### src/rtl/dataframe_parser_pkg.sv
// Shared dataframe constants: beat IDs, header/footer field positions and error bit indices.
package dataframe_parser_pkg;

  localparam int RFDC_TDATA_WIDTH = 128;

  localparam logic [7:0] HEADER_ID = 8'hAA;
  localparam logic [7:0] FOOTER_ID = 8'h55;

  localparam int ID_MSB   = 127;
  localparam int ID_LSB   = 120;
  localparam int CH_MSB   = 119;
  localparam int CH_LSB   = 112;
  localparam int TS_MSB   = 111;
  localparam int TS_LSB   = 64;
  localparam int TRIG_MSB = 63;
  localparam int TRIG_LSB = 48;
  localparam int LEN_MSB  = 15;
  localparam int LEN_LSB  = 0;

  localparam int ERR_HDR_ID       = 0;
  localparam int ERR_LEN_RANGE    = 1;
  localparam int ERR_LEN_MISMATCH = 2;
  localparam int ERR_FTR_ID       = 3;
  localparam int ERR_TRUNC        = 4;
  localparam int ERR_WIDTH        = 5;

  localparam logic [15:0] DEFAULT_MAX_LEN = 16'd512;

  typedef enum logic [1:0] {
    ST_HEADER,
    ST_DATA,
    ST_FOOTER,
    ST_DROP
  } state_e;

  function automatic logic idMatches(input logic [RFDC_TDATA_WIDTH-1:0] beat,
                                     input logic [7:0] id,
                                     input logic [7:0] ch);
    return (beat[ID_MSB:ID_LSB] == id) && (beat[CH_MSB:CH_LSB] == ch);
  endfunction

endpackage

### src/rtl/dataframe_parser_if.sv
// AXI4-Stream bundle used for both the dataframe input and the ADC-beat output.
interface dataframe_parser_if;
  import dataframe_parser_pkg::*;

  logic [RFDC_TDATA_WIDTH-1:0] TDATA;
  logic                        TVALID;
  logic                        TLAST;
  logic                        TREADY;

  modport master (output TDATA, TVALID, TLAST, input TREADY);
  modport slave  (input TDATA, TVALID, TLAST, output TREADY);

endinterface

### src/rtl/dataframe_parser_axis_reg_slice.sv
// Single-entry AXI4-Stream output register: data+last held stable under back-pressure.
module axis_reg_slice
  import dataframe_parser_pkg::*;
(
  input  logic                        clk_i,
  input  logic                        rst_i,
  input  logic [RFDC_TDATA_WIDTH-1:0] data_i,
  input  logic                        last_i,
  input  logic                        valid_i,
  output logic                        ready_o,
  dataframe_parser_if.master          m_axis
);

  logic [RFDC_TDATA_WIDTH-1:0] data_q;
  logic                        last_q;
  logic                        valid_q;

  // Refill whenever the held beat is empty or leaving this cycle, giving full throughput.
  assign ready_o = !valid_q || m_axis.TREADY;

  always_ff @(posedge clk_i) begin
    if (rst_i) begin
      data_q  <= '0;
      last_q  <= 1'b0;
      valid_q <= 1'b0;
    end else if (ready_o) begin
      valid_q <= valid_i;
      if (valid_i) begin
        data_q <= data_i;
        last_q <= last_i;
      end
    end
  end

  assign m_axis.TDATA  = data_q;
  assign m_axis.TLAST  = last_q;
  assign m_axis.TVALID = valid_q;

endmodule

### src/rtl/dataframe_parser.sv
// Receive-side dataframe parser: validates header/footer framing, strips them and
// forwards ADC beats, publishing header fields, per-frame status and frame counters.
module dataframe_parser
  import dataframe_parser_pkg::*;
#(
  parameter logic [7:0] CHANNEL_ID = 8'h00
) (
  input  logic                 ACLK,
  input  logic                 ARESET,
  input  logic [15:0]          MAX_TRIGGER_LENGTH,
  input  logic                 SET_CONFIG,
  dataframe_parser_if.slave    S_AXIS,
  dataframe_parser_if.master   M_AXIS,
  output logic                 HDR_VALID,
  output logic [47:0]          HDR_TIMESTAMP,
  output logic [15:0]          HDR_TRIGGER_INFO,
  output logic [15:0]          HDR_LENGTH,
  output logic                 FRAME_DONE,
  output logic                 FRAME_OK,
  output logic [ERR_WIDTH-1:0] ERROR_FLAGS,
  input  logic                 CLEAR_ERROR,
  output logic [15:0]          GOOD_FRAME_CNT,
  output logic [15:0]          BAD_FRAME_CNT
);

  state_e                state_q, state_d;
  logic [15:0]           maxLen_q, maxLen_d;
  logic [15:0]           curLen_q, curLen_d;
  logic [15:0]           cnt_q, cnt_d;
  logic [47:0]           ts_q, ts_d;
  logic [15:0]           trig_q, trig_d;
  logic [15:0]           len_q, len_d;
  logic                  hdrValid_q, hdrValid_d;
  logic                  frameDone_q, frameDone_d;
  logic                  frameOk_q, frameOk_d;
  logic [ERR_WIDTH-1:0]  errFlags_q, errFlags_d;
  logic [15:0]           goodCnt_q, goodCnt_d;
  logic [15:0]           badCnt_q, badCnt_d;
  logic [ERR_WIDTH-1:0]  newErr;

  logic        sliceReady;
  logic        fwdValid;
  logic        fwdLast;
  logic        sReady;
  logic        sAccept;
  logic [15:0] beatLen;
  logic        lastBeat;

  assign sReady   = (state_q == ST_DATA) ? sliceReady : 1'b1;
  assign sAccept  = S_AXIS.TVALID && sReady;
  assign beatLen  = S_AXIS.TDATA[LEN_MSB:LEN_LSB];
  assign lastBeat = (cnt_q + 16'd1) == curLen_q;
  assign S_AXIS.TREADY = sReady;

  axis_reg_slice uSlice (
    .clk_i   (ACLK),
    .rst_i   (ARESET),
    .data_i  (S_AXIS.TDATA),
    .last_i  (fwdLast),
    .valid_i (fwdValid),
    .ready_o (sliceReady),
    .m_axis  (M_AXIS)
  );

  always_comb begin
    state_d     = state_q;
    maxLen_d    = SET_CONFIG ? MAX_TRIGGER_LENGTH : maxLen_q;
    curLen_d    = curLen_q;
    cnt_d       = cnt_q;
    ts_d        = ts_q;
    trig_d      = trig_q;
    len_d       = len_q;
    hdrValid_d  = 1'b0;
    frameDone_d = 1'b0;
    frameOk_d   = 1'b0;
    newErr      = '0;
    fwdValid    = 1'b0;
    fwdLast     = 1'b0;

    case (state_q)
      ST_HEADER: begin
        if (sAccept) begin
          // A rejected header that also carries TLAST is a complete (bad) frame on its own.
          if (!idMatches(S_AXIS.TDATA, HEADER_ID, CHANNEL_ID)) begin
            newErr[ERR_HDR_ID] = 1'b1;
            if (S_AXIS.TLAST) frameDone_d = 1'b1;
            else              state_d     = ST_DROP;
          end else if (beatLen == 16'd0 || beatLen > maxLen_q) begin
            newErr[ERR_LEN_RANGE] = 1'b1;
            if (S_AXIS.TLAST) frameDone_d = 1'b1;
            else              state_d     = ST_DROP;
          end else if (S_AXIS.TLAST) begin
            newErr[ERR_TRUNC] = 1'b1;
            frameDone_d       = 1'b1;
          end else begin
            ts_d       = S_AXIS.TDATA[TS_MSB:TS_LSB];
            trig_d     = S_AXIS.TDATA[TRIG_MSB:TRIG_LSB];
            len_d      = beatLen;
            curLen_d   = beatLen;
            cnt_d      = 16'd0;
            hdrValid_d = 1'b1;
            state_d    = ST_DATA;
          end
        end
      end

      ST_DATA: begin
        fwdValid = S_AXIS.TVALID;
        fwdLast  = lastBeat || S_AXIS.TLAST;
        if (sAccept) begin
          cnt_d = cnt_q + 16'd1;
          // Input TLAST inside the payload means the footer never arrives.
          if (S_AXIS.TLAST) begin
            newErr[ERR_TRUNC] = 1'b1;
            frameDone_d       = 1'b1;
            state_d           = ST_HEADER;
          end else if (lastBeat) begin
            state_d = ST_FOOTER;
          end
        end
      end

      ST_FOOTER: begin
        if (sAccept) begin
          if (!idMatches(S_AXIS.TDATA, FOOTER_ID, CHANNEL_ID)) newErr[ERR_FTR_ID] = 1'b1;
          if (beatLen != curLen_q || !S_AXIS.TLAST)           newErr[ERR_LEN_MISMATCH] = 1'b1;
          if (S_AXIS.TLAST) begin
            frameDone_d = 1'b1;
            frameOk_d   = (newErr == '0);
            state_d     = ST_HEADER;
          end else begin
            state_d = ST_DROP;
          end
        end
      end

      ST_DROP: begin
        if (sAccept && S_AXIS.TLAST) begin
          frameDone_d = 1'b1;
          state_d     = ST_HEADER;
        end
      end

      default: state_d = ST_HEADER;
    endcase

    errFlags_d = (CLEAR_ERROR ? '0 : errFlags_q) | newErr;

    goodCnt_d = goodCnt_q;
    badCnt_d  = badCnt_q;
    if (frameDone_d) begin
      if (frameOk_d)                goodCnt_d = goodCnt_q + 16'd1;
      else if (badCnt_q != 16'hFFFF) badCnt_d = badCnt_q + 16'd1;
    end
  end

  always_ff @(posedge ACLK) begin
    if (ARESET) begin
      state_q     <= ST_HEADER;
      maxLen_q    <= DEFAULT_MAX_LEN;
      curLen_q    <= '0;
      cnt_q       <= '0;
      ts_q        <= '0;
      trig_q      <= '0;
      len_q       <= '0;
      hdrValid_q  <= 1'b0;
      frameDone_q <= 1'b0;
      frameOk_q   <= 1'b0;
      errFlags_q  <= '0;
      goodCnt_q   <= '0;
      badCnt_q    <= '0;
    end else begin
      state_q     <= state_d;
      maxLen_q    <= maxLen_d;
      curLen_q    <= curLen_d;
      cnt_q       <= cnt_d;
      ts_q        <= ts_d;
      trig_q      <= trig_d;
      len_q       <= len_d;
      hdrValid_q  <= hdrValid_d;
      frameDone_q <= frameDone_d;
      frameOk_q   <= frameOk_d;
      errFlags_q  <= errFlags_d;
      goodCnt_q   <= goodCnt_d;
      badCnt_q    <= badCnt_d;
    end
  end

  assign HDR_VALID        = hdrValid_q;
  assign HDR_TIMESTAMP    = ts_q;
  assign HDR_TRIGGER_INFO = trig_q;
  assign HDR_LENGTH       = len_q;
  assign FRAME_DONE       = frameDone_q;
  assign FRAME_OK         = frameOk_q;
  assign ERROR_FLAGS      = errFlags_q;
  assign GOOD_FRAME_CNT   = goodCnt_q;
  assign BAD_FRAME_CNT    = badCnt_q;

endmodule

### src/flat_wrapper.sv
// flat-port wrapper written by rule: the top's interface ports become plain ports
module dataframe_parser_flat import dataframe_parser_pkg::*;
#(
  parameter logic [7:0] CHANNEL_ID = 8'h00
)
  (ACLK, ARESET, MAX_TRIGGER_LENGTH, SET_CONFIG, HDR_VALID, HDR_TIMESTAMP, HDR_TRIGGER_INFO, HDR_LENGTH, FRAME_DONE, FRAME_OK, ERROR_FLAGS, CLEAR_ERROR, GOOD_FRAME_CNT, BAD_FRAME_CNT, S_AXIS_TDATA, S_AXIS_TVALID, S_AXIS_TLAST, S_AXIS_TREADY, M_AXIS_TDATA, M_AXIS_TVALID, M_AXIS_TLAST, M_AXIS_TREADY);
  dataframe_parser_if S_AXIS_i ();
  dataframe_parser_if M_AXIS_i ();
  input  logic ACLK;
  input  logic ARESET;
  input  logic [15:0] MAX_TRIGGER_LENGTH;
  input  logic SET_CONFIG;
  output logic HDR_VALID;
  output logic [47:0] HDR_TIMESTAMP;
  output logic [15:0] HDR_TRIGGER_INFO;
  output logic [15:0] HDR_LENGTH;
  output logic FRAME_DONE;
  output logic FRAME_OK;
  output logic [ERR_WIDTH-1:0] ERROR_FLAGS;
  input  logic CLEAR_ERROR;
  output logic [15:0] GOOD_FRAME_CNT;
  output logic [15:0] BAD_FRAME_CNT;
  input wire logic [$bits(S_AXIS_i.TDATA)-1:0] S_AXIS_TDATA;
  input wire logic [$bits(S_AXIS_i.TVALID)-1:0] S_AXIS_TVALID;
  input wire logic [$bits(S_AXIS_i.TLAST)-1:0] S_AXIS_TLAST;
  output wire logic [$bits(S_AXIS_i.TREADY)-1:0] S_AXIS_TREADY;
  output wire logic [$bits(M_AXIS_i.TDATA)-1:0] M_AXIS_TDATA;
  output wire logic [$bits(M_AXIS_i.TVALID)-1:0] M_AXIS_TVALID;
  output wire logic [$bits(M_AXIS_i.TLAST)-1:0] M_AXIS_TLAST;
  input wire logic [$bits(M_AXIS_i.TREADY)-1:0] M_AXIS_TREADY;
  assign S_AXIS_i.TDATA = S_AXIS_TDATA;
  assign S_AXIS_i.TVALID = S_AXIS_TVALID;
  assign S_AXIS_i.TLAST = S_AXIS_TLAST;
  assign S_AXIS_TREADY = S_AXIS_i.TREADY;
  assign M_AXIS_TDATA = M_AXIS_i.TDATA;
  assign M_AXIS_TVALID = M_AXIS_i.TVALID;
  assign M_AXIS_TLAST = M_AXIS_i.TLAST;
  assign M_AXIS_i.TREADY = M_AXIS_TREADY;
  dataframe_parser #(.CHANNEL_ID(CHANNEL_ID)) u_core (.ACLK(ACLK), .ARESET(ARESET), .MAX_TRIGGER_LENGTH(MAX_TRIGGER_LENGTH), .SET_CONFIG(SET_CONFIG), .S_AXIS(S_AXIS_i), .M_AXIS(M_AXIS_i), .HDR_VALID(HDR_VALID), .HDR_TIMESTAMP(HDR_TIMESTAMP), .HDR_TRIGGER_INFO(HDR_TRIGGER_INFO), .HDR_LENGTH(HDR_LENGTH), .FRAME_DONE(FRAME_DONE), .FRAME_OK(FRAME_OK), .ERROR_FLAGS(ERROR_FLAGS), .CLEAR_ERROR(CLEAR_ERROR), .GOOD_FRAME_CNT(GOOD_FRAME_CNT), .BAD_FRAME_CNT(BAD_FRAME_CNT));
endmodule
### config.mk
export PLATFORM = sky130hd
export DESIGN_NAME = dataframe_parser_flat
export DESIGN_NICKNAME = d
export VERILOG_FILES = /design/src/rtl/dataframe_parser_pkg.sv /design/src/rtl/dataframe_parser_if.sv /design/src/rtl/dataframe_parser_axis_reg_slice.sv /design/src/rtl/dataframe_parser.sv /design/src/flat_wrapper.sv
export SDC_FILE = /design/constraint.sdc
export NUM_CORES = 1
export LEC_CHECK = 0
export CAP_MARGIN = 10
export CORE_ASPECT_RATIO = 1.25
export CORE_MARGIN = 8
export CORE_UTILIZATION = 45
export DETAILED_ROUTE_END_ITERATION = 7
export PLACE_DENSITY = 0.8
export SYNTH_ARGS = -nofsm -noshare
export SYNTH_HDL_FRONTEND = slang
export SYNTH_SLANG_ARGS = --single-unit
### constraint.sdc
create_clock -name ACLK -period 3.3 [get_ports ACLK]
set_clock_uncertainty 0.2 [all_clocks]
set_input_delay 0.495 -clock ACLK [delete_from_list [all_inputs] [get_ports ACLK]]
set_output_delay 0.495 -clock ACLK [all_outputs]
set_load 0.05 [all_outputs]
==> flow_summary.ini <==
[global_routing]
use_met3 = 0.06913
top_usage_layer = met2
grt_pass1_vias = 11310
met2_usage = 0.4529
grt_first_pass_wirelength_um = 63450
grt_max_degree = 138
grt.overflow.total = 0
grtUsageMet1 = 0.2723
antenna_found_initial = 0
gr-usage-all-layers = 0.2505

[synth]
synth_cell_types = 54
netlist_instances = 1443
avgSynthCellArea_um2 = 7.943
synth_edf_count = 0
yosys-top-cells-area = dfxtp_1, nand2_1, a21oi_1
synth_area_um2 = 11460
synth_top_area_share = 0.4960
synthArstFlopShare = 0
ys_seq_area_frac = 0.4960
ys.flop_type = dfxtp_1
syn-num-nets = 1613
synth_common_cells = nand2_1, dfxtp_1, a21oi_1, clkbuf_1, nor2_1
yosys_warnings = 0
synth.most_common_cell = nand2_1
ys_ff_latch = 284
synth_top_area_cell = dfxtp_1

[detailed_routing]
drtAntennaViolNets = 0
viasPerCell = 5.265
routed_wl_um = 41170
wl_per_cell_um = 18.79
vias = 11540
first_iter_violations = 713
drc_errors = 0
first_pass_iters = 5

[sta]
worstMarginPinSlew_ns = 0.6787
rsz0062_at_grt = false
finalSetupViolCount = 0
hold_viol = 0
min_period_over_period = 0.9414
timing.fmax_ghz = 0.3219
drv_slew = 0
slew_headroom = 0.5475
period_minus_slack_ns = 3.107
fin_setup_tns_ns = 0

[hold_path]
hold_class = flip-flop to flip-flop
worst_hold_startpoint = u_core.uSlice.m_axis.TDATA[68]$_SDFFE_PP0P_
hold_path_end = u_core.uSlice.m_axis.TDATA[68]$_SDFFE_PP0P_
worstHoldPathCells = 2

[clock_network]
hold_buffers = 0
cts.sinks = 284
cts_buffers = 29
cts_resized = 0
h-tree-depth = 1
clkTransAtPathRegs_ns = 0.06
cts_tree = done
clock_latency_ns = 0.54
max-clock-path-buffers = 3
post_cts_buffers = 0
cts_root_buffer = clkbuf_16

[setup_path]
r2r_end = u_core.cnt_q[11]$_SDFFE_PP0P_
crit_path_start_kind = flip-flop
critPathMaxFanout = 16
r2r_setup_slack_ns = 0.35
regToRegStartpoint = u_core.maxLen_q[15]$_SDFFE_PP0P_
reg2regPathDepth = 11
crit_arrival_ns = 2.41
critPathKind = flip-flop to output port
cp-end-kind = output port
crit_required_ns = 2.60

[power]
power.density_nw_per_um2 = 446.7
switching_share = 0.2489
seqPwrFrac = 0.467
p_int_uw = 5700
p_leak_uw = 0.005835
p_sw_uw = 1889
ir_drop_mv = 0.4058
pwr-share-clk = 0.415
pwr-share-comb = 0.119

[final_layout]
antenna_cells = 0
final_cells = 2191
drive_gt1_frac = 0.05603
syn_to_final_growth_pct = 48.22
finalNetCount = 2006
utilization = 0.6760
final_area_um2 = 16990

[placement]
dpl_cell_area_um2 = 16090
numPortBuffers = 401
placed_cells_incl_taps = 2140
place_hpwl_um = 30010
gp_congestion = 0.8848

[job]
maxCapViolations = 0

[floorplan]
die_y_um = 194.4
rows = 65
die_area_um2 = 30870
initial_core_util = 0.4561
fp.dieW_um = 158.8
core_um2 = 25130
top_level_ports = 402

[status]
outcome = finished clean
power groups by stage:
stage	combinational, uW	clock, uW	sequential [uW]
finish	901	3150	3540
global route	956	3330	3550
CTS	901	3210	3540
detailed placement	895	0	3620
global placement	886	0	3610
floorplan	254	0	3800
sequential cells by signal (all words and copies together) (netlist names), 2 cells and up:
signal                      flops
u_core.cnt_q                   16
u_core.uSlice.m_axis.TDATA    128
u_core.HDR_TRIGGER_INFO        16
u_core.state_q                  2
u_core.maxLen_q                16
u_core.BAD_FRAME_CNT           16
u_core.HDR_TIMESTAMP           48
u_core.ERROR_FLAGS              5
u_core.GOOD_FRAME_CNT          16
u_core.curLen_q                16
worst max path at each step:
stage                                                     endpoint                      startpoint  slack [ns]
final                                                S_AXIS_TREADY  u_core.state_q[0]$_SDFFE_PP0P_        0.19
after global routing                 u_core.cnt_q[10]$_SDFFE_PP0P_                S_AXIS_TDATA[15]         0.1
after CTS                                            S_AXIS_TREADY  u_core.state_q[0]$_SDFFE_PP0P_        0.19
after detailed placement              u_core.cnt_q[7]$_SDFFE_PP0P_                S_AXIS_TDATA[15]       -0.25
after global placement       u_core.HDR_TIMESTAMP[10]$_SDFFE_PP0P_                S_AXIS_TDATA[15]       -0.11
after floorplan           u_core.HDR_TRIGGER_INFO[10]$_SDFFE_PP0P_                S_AXIS_TDATA[15]        0.53
metrics by stage:
step	setup slack [ns]	power, uW	hold WS (ns)
3_5_place_dp	-0.2469	4512	0.2431
6_report	0.1933	7589	0.2519
3_3_place_gp	-0.1114	4500	0.2366
2_1_floorplan	0.5274	4058	0.2593
4_1_cts	0.1936	7656	0.2516
5_1_grt	0.09986	7835	0.2630
layout by cell type (no fill, tap or decap), drive strengths merged, types with 13 or more instances in the layout:
master	count
a21oi	256
and3	13
buf	52
clkbuf	47
clkdlybuf4s50	400
dfxtp	284
ha	19
inv	29
mux2i	16
nand2	450
nand3	23
nand4	22
nor2	47
o21ai	30
or3	19
xnor2	37
routing by layer:
layer  wire length (um)  part of all wire
met1              15530              0.38
met2              20950              0.51
met3               3222             0.078
met4               1469             0.036
met5                  0                 0
worst max-delay path, stage by stage, from the launching register on:
cell	delay, ns
dfxtp_1	0.72
nor2b_1	0.32
nand2_1	0.11
clkdlybuf4s50_1	0.72
final cells by class:
cell class / count / area (um2)
sequential: 284 / 5685
timing repair buffer: 453 / 4521
clock inverter: 5 / 52.55
clock buffer: 46 / 849.6
fill: 1978 / 8142
tap: 335 / 419.2
multi-input combinational: 1039 / 5353
inverter: 29 / 108.9
logic make-up after synthesis:
kind of cell | after synthesis | share of synthesized area
xor gates and xnor gates | 46 | 0.03515
adders and majority gates | 19 | 0.02074
buffers and inverters | 120 | 0.03973
and+or+nand+nor | 630 | 0.2374
muxes | 16 | 0.01397
AOI/OAI and AO/OA | 328 | 0.1570
DFF | 284 | 0.4960
Note: power is estimated with default switching activity, not from simulation.
